==> src/rtl/mips_pkg.sv <==
// Shared MIPS constants: control FSM state encoding, opcodes, and the
// alu_op / alu_src_b / pc_source mux encodings used by datapath and control.
package mips_pkg;

   typedef enum logic [3:0] {
      S_FETCH     = 4'd0,
      S_DECODE    = 4'd1,
      S_MEM_ADDR  = 4'd2,
      S_MEM_READ  = 4'd3,
      S_MEM_WB    = 4'd4,
      S_MEM_WRITE = 4'd5,
      S_R_EXEC    = 4'd6,
      S_R_WB      = 4'd7,
      S_BRANCH    = 4'd8,
      S_JUMP      = 4'd9,
      S_ADDI_EXEC = 4'd10,
      S_ADDI_WB   = 4'd11
   } state_t;

   localparam logic [5:0] OP_RTYPE = 6'h00;
   localparam logic [5:0] OP_LW    = 6'h23;
   localparam logic [5:0] OP_SW    = 6'h2B;
   localparam logic [5:0] OP_BEQ   = 6'h04;
   localparam logic [5:0] OP_ADDI  = 6'h08;
   localparam logic [5:0] OP_J     = 6'h02;

   localparam logic [1:0] ALU_OP_ADD   = 2'b00;
   localparam logic [1:0] ALU_OP_SUB   = 2'b01;
   localparam logic [1:0] ALU_OP_FUNCT = 2'b10;

   localparam logic [1:0] ALU_B_REG    = 2'b00;
   localparam logic [1:0] ALU_B_FOUR   = 2'b01;
   localparam logic [1:0] ALU_B_IMM    = 2'b10;
   localparam logic [1:0] ALU_B_IMM_SH = 2'b11;

   localparam logic [1:0] PC_SRC_ALU    = 2'b00;
   localparam logic [1:0] PC_SRC_ALUOUT = 2'b01;
   localparam logic [1:0] PC_SRC_JUMP   = 2'b10;

endpackage

==> src/rtl/mc_control_unit.sv <==
// Multicycle MIPS main control FSM. Sequences each instruction through
// fetch/decode/execute/memory/writeback and drives all datapath strobes.
//
// Memory handshake: mem_read / mem_write are held high for as long as the
// FSM sits in an access state (FETCH, MEM_READ, MEM_WRITE). The access is
// complete in the cycle mem_ready=1; only then does the FSM advance, and in
// FETCH only then do ir_write / pc_write fire. mem_ready is a don't-care in
// every other state.
module mc_control_unit
   import mips_pkg::*;
(
   input  logic       clock,
   input  logic       reset,
   input  logic [5:0] opcode,
   input  logic       mem_ready,
   output logic       pc_write,
   output logic       pc_write_cond,
   output logic       i_or_d,
   output logic       mem_read,
   output logic       mem_write,
   output logic       ir_write,
   output logic       mem_to_reg,
   output logic       reg_dst,
   output logic       reg_write,
   output logic       alu_src_a,
   output logic [1:0] alu_src_b,
   output logic [1:0] alu_op,
   output logic [1:0] pc_source,
   output logic       illegal_op,
   output logic [3:0] state
);

   state_t state_q, state_d;

   assign state = state_q;

   // State register; reset returns to FETCH and abandons any instruction.
   always_ff @(posedge clock) begin
      if (reset) begin
         state_q <= S_FETCH;
      end else begin
         state_q <= state_d;
      end
   end

   // Next-state and output decode from the registered state; strobes are
   // squashed while reset is high so an abandoned instruction writes nothing.
   always_comb begin
      state_d       = state_q;
      pc_write      = 1'b0;
      pc_write_cond = 1'b0;
      i_or_d        = 1'b0;
      mem_read      = 1'b0;
      mem_write     = 1'b0;
      ir_write      = 1'b0;
      mem_to_reg    = 1'b0;
      reg_dst       = 1'b0;
      reg_write     = 1'b0;
      alu_src_a     = 1'b0;
      alu_src_b     = ALU_B_REG;
      alu_op        = ALU_OP_ADD;
      pc_source     = PC_SRC_ALU;
      illegal_op    = 1'b0;

      case (state_q)
         S_FETCH: begin
            mem_read  = 1'b1;
            alu_src_b = ALU_B_FOUR;
            if (mem_ready) begin
               ir_write = 1'b1;
               pc_write = 1'b1;
               state_d  = S_DECODE;
            end
         end
         S_DECODE: begin
            // Speculatively compute the branch target into ALUOut.
            alu_src_b = ALU_B_IMM_SH;
            case (opcode)
               OP_LW, OP_SW: state_d = S_MEM_ADDR;
               OP_RTYPE:     state_d = S_R_EXEC;
               OP_BEQ:       state_d = S_BRANCH;
               OP_ADDI:      state_d = S_ADDI_EXEC;
               OP_J:         state_d = S_JUMP;
               default: begin
                  illegal_op = 1'b1;
                  state_d    = S_FETCH;
               end
            endcase
         end
         S_MEM_ADDR: begin
            alu_src_a = 1'b1;
            alu_src_b = ALU_B_IMM;
            state_d   = (opcode == OP_LW) ? S_MEM_READ : S_MEM_WRITE;
         end
         S_MEM_READ: begin
            mem_read = 1'b1;
            i_or_d   = 1'b1;
            if (mem_ready) state_d = S_MEM_WB;
         end
         S_MEM_WB: begin
            reg_write  = 1'b1;
            mem_to_reg = 1'b1;
            state_d    = S_FETCH;
         end
         S_MEM_WRITE: begin
            mem_write = 1'b1;
            i_or_d    = 1'b1;
            if (mem_ready) state_d = S_FETCH;
         end
         S_R_EXEC: begin
            alu_src_a = 1'b1;
            alu_op    = ALU_OP_FUNCT;
            state_d   = S_R_WB;
         end
         S_R_WB: begin
            reg_write = 1'b1;
            reg_dst   = 1'b1;
            state_d   = S_FETCH;
         end
         S_ADDI_EXEC: begin
            alu_src_a = 1'b1;
            alu_src_b = ALU_B_IMM;
            state_d   = S_ADDI_WB;
         end
         S_ADDI_WB: begin
            reg_write = 1'b1;
            state_d   = S_FETCH;
         end
         S_BRANCH: begin
            alu_src_a     = 1'b1;
            alu_op        = ALU_OP_SUB;
            pc_write_cond = 1'b1;
            pc_source     = PC_SRC_ALUOUT;
            state_d       = S_FETCH;
         end
         S_JUMP: begin
            pc_write  = 1'b1;
            pc_source = PC_SRC_JUMP;
            state_d   = S_FETCH;
         end
         default: begin
            state_d = S_FETCH;
         end
      endcase

      if (reset) begin
         pc_write      = 1'b0;
         pc_write_cond = 1'b0;
         mem_read      = 1'b0;
         mem_write     = 1'b0;
         ir_write      = 1'b0;
         reg_write     = 1'b0;
         illegal_op    = 1'b0;
      end
   end

endmodule
==> config.mk <==
export PLATFORM = sky130hd
export DESIGN_NAME = mc_control_unit
export DESIGN_NICKNAME = d
export VERILOG_FILES = /design/src/rtl/mips_pkg.sv /design/src/rtl/mc_control_unit.sv
export SDC_FILE = /design/constraint.sdc
export NUM_CORES = 1
export LEC_CHECK = 0
export CAP_MARGIN = 20
export CORE_MARGIN = 2
export CORE_UTILIZATION = 40
export CTS_CLUSTER_DIAMETER = 30
export DETAILED_ROUTE_END_ITERATION = 8
export GPL_ROUTABILITY_DRIVEN = 1
export GPL_TIMING_DRIVEN = 0
export PLACE_DENSITY_LB_ADDON = 0.25
export SYNTH_ARGS = -nofsm -noshare
export SYNTH_HDL_FRONTEND = slang
export SYNTH_SLANG_ARGS = --single-unit
==> constraint.sdc <==
create_clock -name clock -period 2.2 [get_ports clock]
set_input_delay 0.44 -clock clock [delete_from_list [all_inputs] [get_ports clock]]
set_output_delay 0.44 -clock clock [all_outputs]
set_load 0.05 [all_outputs]
# ---- Yosys cells after proc, flatten, opt, wreduce, memory -nomap -nowiden
# Index checks and enable logic that the tools add are counted.
dict set report totals {
  reg_bits 4
}
dict set report op_classes {
  n_eq_ne 19
  reduce_logical 10
  mux 29
}
# cell n
set ops {}
lappend ops {{4-bit case mux with 7 select lines} 1}
lappend ops {{4-bit case mux with 5 select lines} 1}
lappend ops {{1-bit two-way mux} 19}
lappend ops {{4-bit by 3-bit == test with 1-bit output (second input constant)} 4}
lappend ops {{4-bit == test (second input constant)} 4}
lappend ops {{6-bit == test (second input constant)} 2}
lappend ops {{4-bit two-way mux} 3}
lappend ops {{4-bit by 2-bit == test with 1-bit output (second input constant)} 2}
lappend ops {{2-bit case mux with 2 select lines} 2}
lappend ops {{2-bit OR reduction} 4}
lappend ops {{6-bit by 2-bit == test with 1-bit output (second input constant)} 1}
lappend ops {{6-bit by 3-bit == test with 1-bit output (second input constant)} 1}
lappend ops {{6-bit by 4-bit == test with 1-bit output (second input constant)} 1}
lappend ops {{6-bit logical NOT} 1}
lappend ops {{2-bit inequality test (second input constant)} 3}
lappend ops {{2-bit case mux with 3 select lines} 1}
lappend ops {{6-bit OR reduction} 1}
lappend ops {{4-bit by 1-bit == test with 1-bit output (second input constant)} 1}
lappend ops {{4-bit logical NOT} 1}
lappend ops {{4-bit OR reduction} 1}
lappend ops {{3-bit two-way mux} 1}
lappend ops {{3-bit AND reduction} 1}
lappend ops {{3-bit OR reduction} 1}
lappend ops {{1-bit case mux with 2 select lines} 1}

# ---- Logic depth before layout (Yosys ltp)
# Gate-level depths: netlist (run 1).
dict set report depth {
  ltp_word 5
  ltp_mapped 5
}

# ---- Least setup slack after synthesis (run 1)
# Ideal clock, no wire load.
dict set report synth_timing {
  path_kind {flip-flop to output port}
  startpoint {register state_q[0] (netlist: state[0])}
  endpoint {output port pc_write}
  path_slack_ns -1.786
  stages_incl_launch_ff 4
  arrival_time_ns 3.546
  required_ns 1.760
  path_cell_list {dfxtp_1 -> clkbuf_1 -> nand2_1 -> a2111oi_0}
}
dict set report synth_between {
  elab_chain_cells 3
  elab_cells_between_ends 4
  cone_classes {1 x eq/ne; 2 x mux; 1 x reduce/logical}
}
# element line
set synth_rtl {}
lappend synth_rtl {{from (decl)} mc_control_unit.sv:33} ;# state_t state_q, state_d;
lappend synth_rtl {{from (signal assigned)} mc_control_unit.sv:42} ;# state_q <= state_d;
lappend synth_rtl {{4-bit == test / 4-bit logical NOT (equally long branches)} mc_control_unit.sv:65} ;# case (state_q)
lappend synth_rtl {{1-bit case mux with 2 select lines *} mc_control_unit.sv:65}
lappend synth_rtl {{1-bit two-way mux *} mc_control_unit.sv:146} ;# if (reset) begin
lappend synth_rtl {{to (decl)} mc_control_unit.sv:16} ;# output logic pc_write,
# Every way passes the cells marked *; elsewhere a longest branch is shown, timed or not.

# ---- Worst setup path in the final report (run 1)
dict set report layout_timing {
  startpoint {input port reset}
  endpoint {output port illegal_op}
}
dict set report layout_between {
  elab_chain_cells 1
}
# element line
set layout_rtl {}
lappend layout_rtl {{from (decl)} mc_control_unit.sv:13} ;# input logic reset,
lappend layout_rtl {{1-bit two-way mux} mc_control_unit.sv:146}
lappend layout_rtl {{to (decl)} mc_control_unit.sv:29} ;# output logic illegal_op,
# Every way passes these cells.

==> impl_metrics.py, run 1 <==
metrics = {
    "clock_tree": {
        "cts_buffer_depth": 2,
        "cts.sinks": 4,
        "post_cts_resized": 75,
        "post_cts_buffers": 0,
        "cts_tree": "yes",
        "root_buffer": "clkbuf_4",
        "numCtsBuffers": 3,
        "clk_latency_ns": 0.25,
        "htreeDepth": 1,
        "postCtsHoldBufs": 0,
        "clk_pin_slew_ns": 0.05,
    },
    "finish": {
        "syn2layout_area_growth_pct": 88.8,
        "largest_reg_flops": 4,
        "regArea_um2": 86.3,
        "antenna_cells": 0,
        "fin_util": 0.795,
        "multi_input_area_um2": 561,
        "fin_nets": 122,
        "drive_above_1_share": 0.482,
        "fillerInstances": 90,
    },
    "global_route": {
        "grt_overflow": 0,
        "grt_pass1_vias": 641,
        "antenna_found_initial": 0,
        "grt_max_degree": 11,
        "grt_pass1_wl_um": 2940,
        "grt.total_usage": 0.270,
    },
    "pwr": {
        "design_power_total_mw": 0.317,
        "cellPowerDensity_nw_per_um2": 315,
        "leakage_nw": 0.382,
        "peakVddDrop_v": 0.000246,
    },
    "synthesis": {
        "yosys.area.top_type_share": 0.150,
        "async_flop_share": 0,
        "synth_cell_type_count": 33,
        "synthTopCellsByArea": "dfxtp_1 (15%), nor3_1 (8.4%), nor2_1 (6.3%), nand2b_1 (5.9%), xor2_1 (4.9%)",
        "synth_flop_cell": "dfxtp_1",
        "synth_top_area_cell": "dfxtp_1",
        "ys_seq_elements": 4,
        "synth.cell_area_um2": 534,
        "synth_edf_count": 0,
        "ys_seq_area_frac": 0.150,
        "synth_cells": 80,
        "yosys-top-cells-count": "nor2_1 (9), nor3_1 (9), nand2_1 (6), a21oi_1 (5), nand2b_1 (5)",
        "synth_warnings": 0,
        "syn_nets": 89,
        "syn_area_per_cell_um2": 6.68,
    },
    "sta": {
        "fin_crit_sh": 0.974,
        "finalCriticalPeriod_ns": 2.14,
        "max_freq_mhz": 467,
        "slew_violations": 0,
        "worst_pin_slew_ns": 0.502,
        "rsz0062_at_grt": "true",
        "setup_viol": 0,
        "hold_viol": 0,
        "fin_skew_ns": 0.0128,
        "slew_headroom": 0.664,
        "hold-worst-slack_ns": 0.726,
    },
    "drt": {
        "viasPerCell": 6.06,
        "first_pass_iters": 4,
        "postRouteAntennaNets": 0,
        "vias": 770,
        "drc_errors": 0,
        "drt_iter0_markers": 32,
        "totalWireLength_um": 2010,
        "wl_per_cell_um": 15.8,
    },
    "critical_path": {
        "crit_path_end_kind": "primary output",
        "cp.arrival_ns": 1.70,
        "cp.required_ns": 1.76,
        "critical_path_class": "primary input to primary output",
        "worst_setup_path_start_kind": "primary input",
        "worst-path-max-fanout": 3,
    },
    "floorplan": {
        "dieArea_um2": 1640,
        "rows": 13,
        "die_x_um": 40.5,
        "core_area_um2": 1270,
        "initial_core_util": 0.421,
        "die_h_um": 40.5,
        "pin_count": 30,
    },
    "status": {
        "outcome": "finished clean",
    },
    "placement": {
        "io_buffer_count": 29,
        "post-dp-hpwl_um": 1320,
        "gp_congestion": 0.857,
    },
    "worst_hold_path": {
        "min_path_type": "primary input to flip-flop",
    },
    "job": {
        "max_cap_violations": 0,
    },
}
## cell families after synthesis
group	count (synthesis)	synth area share
flops	4	0.150
xor+xnor	3	0.0492
simple gates	41	0.424
mux	1	0.0211
compound gates	21	0.281
buf+inv	10	0.0749
## path summary, 6_finish.rpt
kind	end	cells after the start	from	slack [ns]
setup reg to reg	state[0]	5	state[0]	0.73
setup / recovery	illegal_op	5	reset	0.06
hold / removal	state[1]	3	opcode[2]	0.73
hold reg to reg	state[2]	3	state[2]	0.73
## metal layers
metal  vias up  GRT usage  part of all wire
li1        363          -                 -
met1       362      0.331              0.41
met2        39      0.468              0.52
met3         6     0.0222             0.054
met4         0      0.125             0.015
met5         -          0                 0
## report_power, final
part           internal (mW)  switching, mW  total [mW]
Sequential            0.0736        0.00272      0.0763
Combinational         0.0455         0.0851       0.131
Clock                 0.0688         0.0416       0.110
## area by class of cell
type                    instances  area share
plain buffers                   7      0.0484
multi-input cells              66       0.556
inverters                       2     0.00744
well taps                      15      0.0186
clock buffers                   4      0.0261
repair buffers                 29       0.258
flip-flops and latches          4      0.0856
## layout by cell type (no fill, tap or decap), types with 3 or more instances in the layout
master | netlist | routed
nor2_1 | 9 | 4
nor2_2 | 0 | 4
o21ai_0 | 3 | 3
clkdlybuf4s50_1 | 0 | 9
a21oi_1 | 5 | 5
xor2_1 | 3 | 3
nor3_4 | 0 | 4
nor3_2 | 1 | 4
nand2_1 | 6 | 6
buf_2 | 2 | 7
nand2b_1 | 5 | 3
dlygate4sd2_1 | 0 | 3
clkbuf_4 | 0 | 8
## per-stage QoR
stage / instances / cell area [um^2] / setup WS (ns) / setup TNS [ns]
finish: 127 / 1010 / 0.0575 / 0
global route: 127 / 1010 / -0.00428 / -0.00428
CTS: 127 / 986 / 0.00166 / 0
detailed placement: 124 / 980 / -0.671 / -6.74
global placement: 124 / 980 / -0.665 / -6.52
floorplan: 80 / 671 / -0.107 / -0.228
## worst max-delay path, cell delays in order
cell             delay (ns)
clkdlybuf4s50_1        0.43
nor4_2                 0.35
o31ai_2                0.15
nor3_4                 0.15
buf_6                  0.18
No activity file was read; power rests on OpenSTA's default activity.
==> inputs of run 2 (changes only) <==
--- a/config.mk
+++ b/config.mk
@@ -7,7 +7,7 @@
 export LEC_CHECK = 0
 export CAP_MARGIN = 20
 export CORE_MARGIN = 2
-export CORE_UTILIZATION = 40
+export CORE_UTILIZATION = 37
 export CTS_CLUSTER_DIAMETER = 30
 export DETAILED_ROUTE_END_ITERATION = 8
 export GPL_ROUTABILITY_DRIVEN = 1
==> constraint.sdc (replaced) <==
create_clock -name clock -period 2.1 [get_ports clock]
set_input_delay 0.42 -clock clock [delete_from_list [all_inputs] [get_ports clock]]
set_output_delay 0.42 -clock clock [all_outputs]
set_load 0.05 [all_outputs]
==> impl_metrics.py, run 2 (synthesis results as in run 1) <==
metrics = {
    "status": {
        "outcome": "finished clean",
    },
    "sta": {
        "max_freq_mhz": 482,
        "setup_slack_ns": 0.0237,
        "hold_viol": 0,
        "hold-worst-slack_ns": 0.667,
        "setup_viol": 0,
        "fin_skew_ns": 0.00716,
        "worst_pin_slew_ns": 0.498,
        "slew_headroom": 0.667,
        "finalCriticalPeriod_ns": 2.08,
        "slew_violations": 0,
        "fin_crit_sh": 0.989,
    },
    "global_route": {
        "grt_max_degree": 11,
        "grt_pass1_wl_um": 3100,
        "grt.total_usage": 0.220,
        "antenna_found_initial": 0,
        "grt_overflow": 0,
        "grt_pass1_vias": 714,
    },
    "floorplan": {
        "die_h_um": 42,
        "pin_count": 30,
        "die_x_um": 42,
        "dieArea_um2": 1760,
        "initial_core_util": 0.406,
        "core_area_um2": 1320,
        "rows": 13,
    },
    "critical_path": {
        "worst-path-max-fanout": 4,
        "critical_path_buf_inv_count": 2,
        "cp.arrival_ns": 1.66,
        "cp_slowest_cell": "clkdlybuf4s50_1",
        "crit_path_end_kind": "primary output",
        "crit_family": "buffers and inverters",
        "path_cells": "clkdlybuf4s50_1, nor3_2, and3b_2, nor3_4, buf_6",
        "cp.required_ns": 1.68,
        "worst_setup_path_start_kind": "primary input",
        "slowest_delay_ns": 0.49,
        "critical_path_class": "primary input to primary output",
    },
    "clock_tree": {
        "postCtsHoldBufs": 0,
        "cts.sinks": 4,
        "htreeDepth": 1,
        "root_buffer": "clkbuf_4",
        "clk_latency_ns": 0.25,
        "cts_tree": "yes",
        "clk_pin_slew_ns": 0.04,
        "cts_buffer_depth": 2,
        "numCtsBuffers": 3,
    },
    "pwr": {
        "design_power_total_mw": 0.348,
        "cellPowerDensity_nw_per_um2": 319,
        "leakage_nw": 0.418,
        "peakVddDrop_v": 0.000356,
    },
    "worst_hold_path": {
        "min_path_type": "primary input to flip-flop",
    },
    "finish": {
        "antenna_cells": 0,
        "fin_util": 0.828,
        "final_common_cell": "clkdlybuf4s50_1",
        "final_cell_mix": "clkdlybuf4s50_1 (7), buf_4 (6), buf_6 (6), buf_2 (6)",
        "largest_reg_flops": 4,
        "fin_nets": 124,
        "drive_above_1_share": 0.561,
        "syn2layout_area_growth_pct": 104,
    },
    "placement": {
        "gp_congestion": 0.833,
        "dpl_worst_slack_ns": -0.759,
        "io_buffer_count": 29,
        "post-dp-hpwl_um": 1360,
    },
    "drt": {
        "top_layer": "met4",
        "totalWireLength_um": 2040,
        "wl_met1_um": 828,
        "viasPerCell": 6.12,
        "vias": 789,
        "drt_iter0_markers": 14,
        "first_pass_iters": 4,
        "drc_errors": 0,
        "postRouteAntennaNets": 0,
        "wl_met2_um": 1050,
        "wl_per_cell_um": 15.8,
        "dr_wl_met3_um": 120,
    },
    "job": {
        "max_cap_violations": 0,
    },
}
## run 2: cell count changes in the layout (fill, tap and decap cells not counted), sizes merged
cell / previous run / this run
buf: 11 / 18
clkdlybuf4s50: 9 / 7
clkdlybuf4s15: 3 / 0
## run 2: metal layers
| metal | track usage | up-vias |
|---|---|---|
| li1 | - | 366 |
| met4 | 0.0710 | 0 |
| met5 | 0 | - |
| met3 | 0.0431 | 6 |
| met2 | 0.384 | 42 |
| met1 | 0.268 | 375 |
## run 2: where the power goes
group	switching [mW]	internal [mW]
Sequential	0.00294	0.0767
Clock	0.0428	0.0720
Combinational	0.0964	0.0570
Total	0.142	0.206
## run 2: path summary, 6_finish.rpt
kind | start | endpoint | slack, ns | cells past startpoint
max | opcode[0] | illegal_op | 0.02 | 5
min reg2reg | state[1] | state[3] | 0.73 | 2
min | reset | state[3] | 0.67 | 3
max reg2reg | state[2] | state[2] | 0.65 | 5
## run 2: through the flow
stage          cell area (um^2)  setup TNS [ns]  cells
6_report                   1090               0    129
3_3_place_gp               1050           -6.59    124
5_1_grt                    1090         -0.0285    129
3_5_place_dp               1050           -6.97    124
4_1_cts                    1070         -0.0370    128
2_1_floorplan               737         -0.0238     80
## run 2: layout make-up
cell class              count  area, um^2
fillers                    76         226
well taps                  15        18.8
repair buffers             30         254
plain buffers               8        73.8
flip-flops and latches      4        90.1
multi-input cells          66         621
inverters                   2        7.51
clock buffers               4        26.3
## run 2: repair_timing
action / in CTS / in global routing
endpoints found under the hold margin: 0 / 0
setup buffers: 0 / 1
endpoints found under the setup margin: 17 / 13
pin swaps: 0 / 3
resized for setup: 85 / 24
## run 2: worst reg2reg max path: cells and delay by family (launching register included)
| family | cells | cell delay, ns |
|---|---|---|
| buffers and inverters | 1 | 0.17 |
| AO/OA/AOI/OAI | 3 | 0.63 |
| flip-flops | 1 | 0.34 |
| AND/OR/NAND/NOR | 1 | 0.17 |
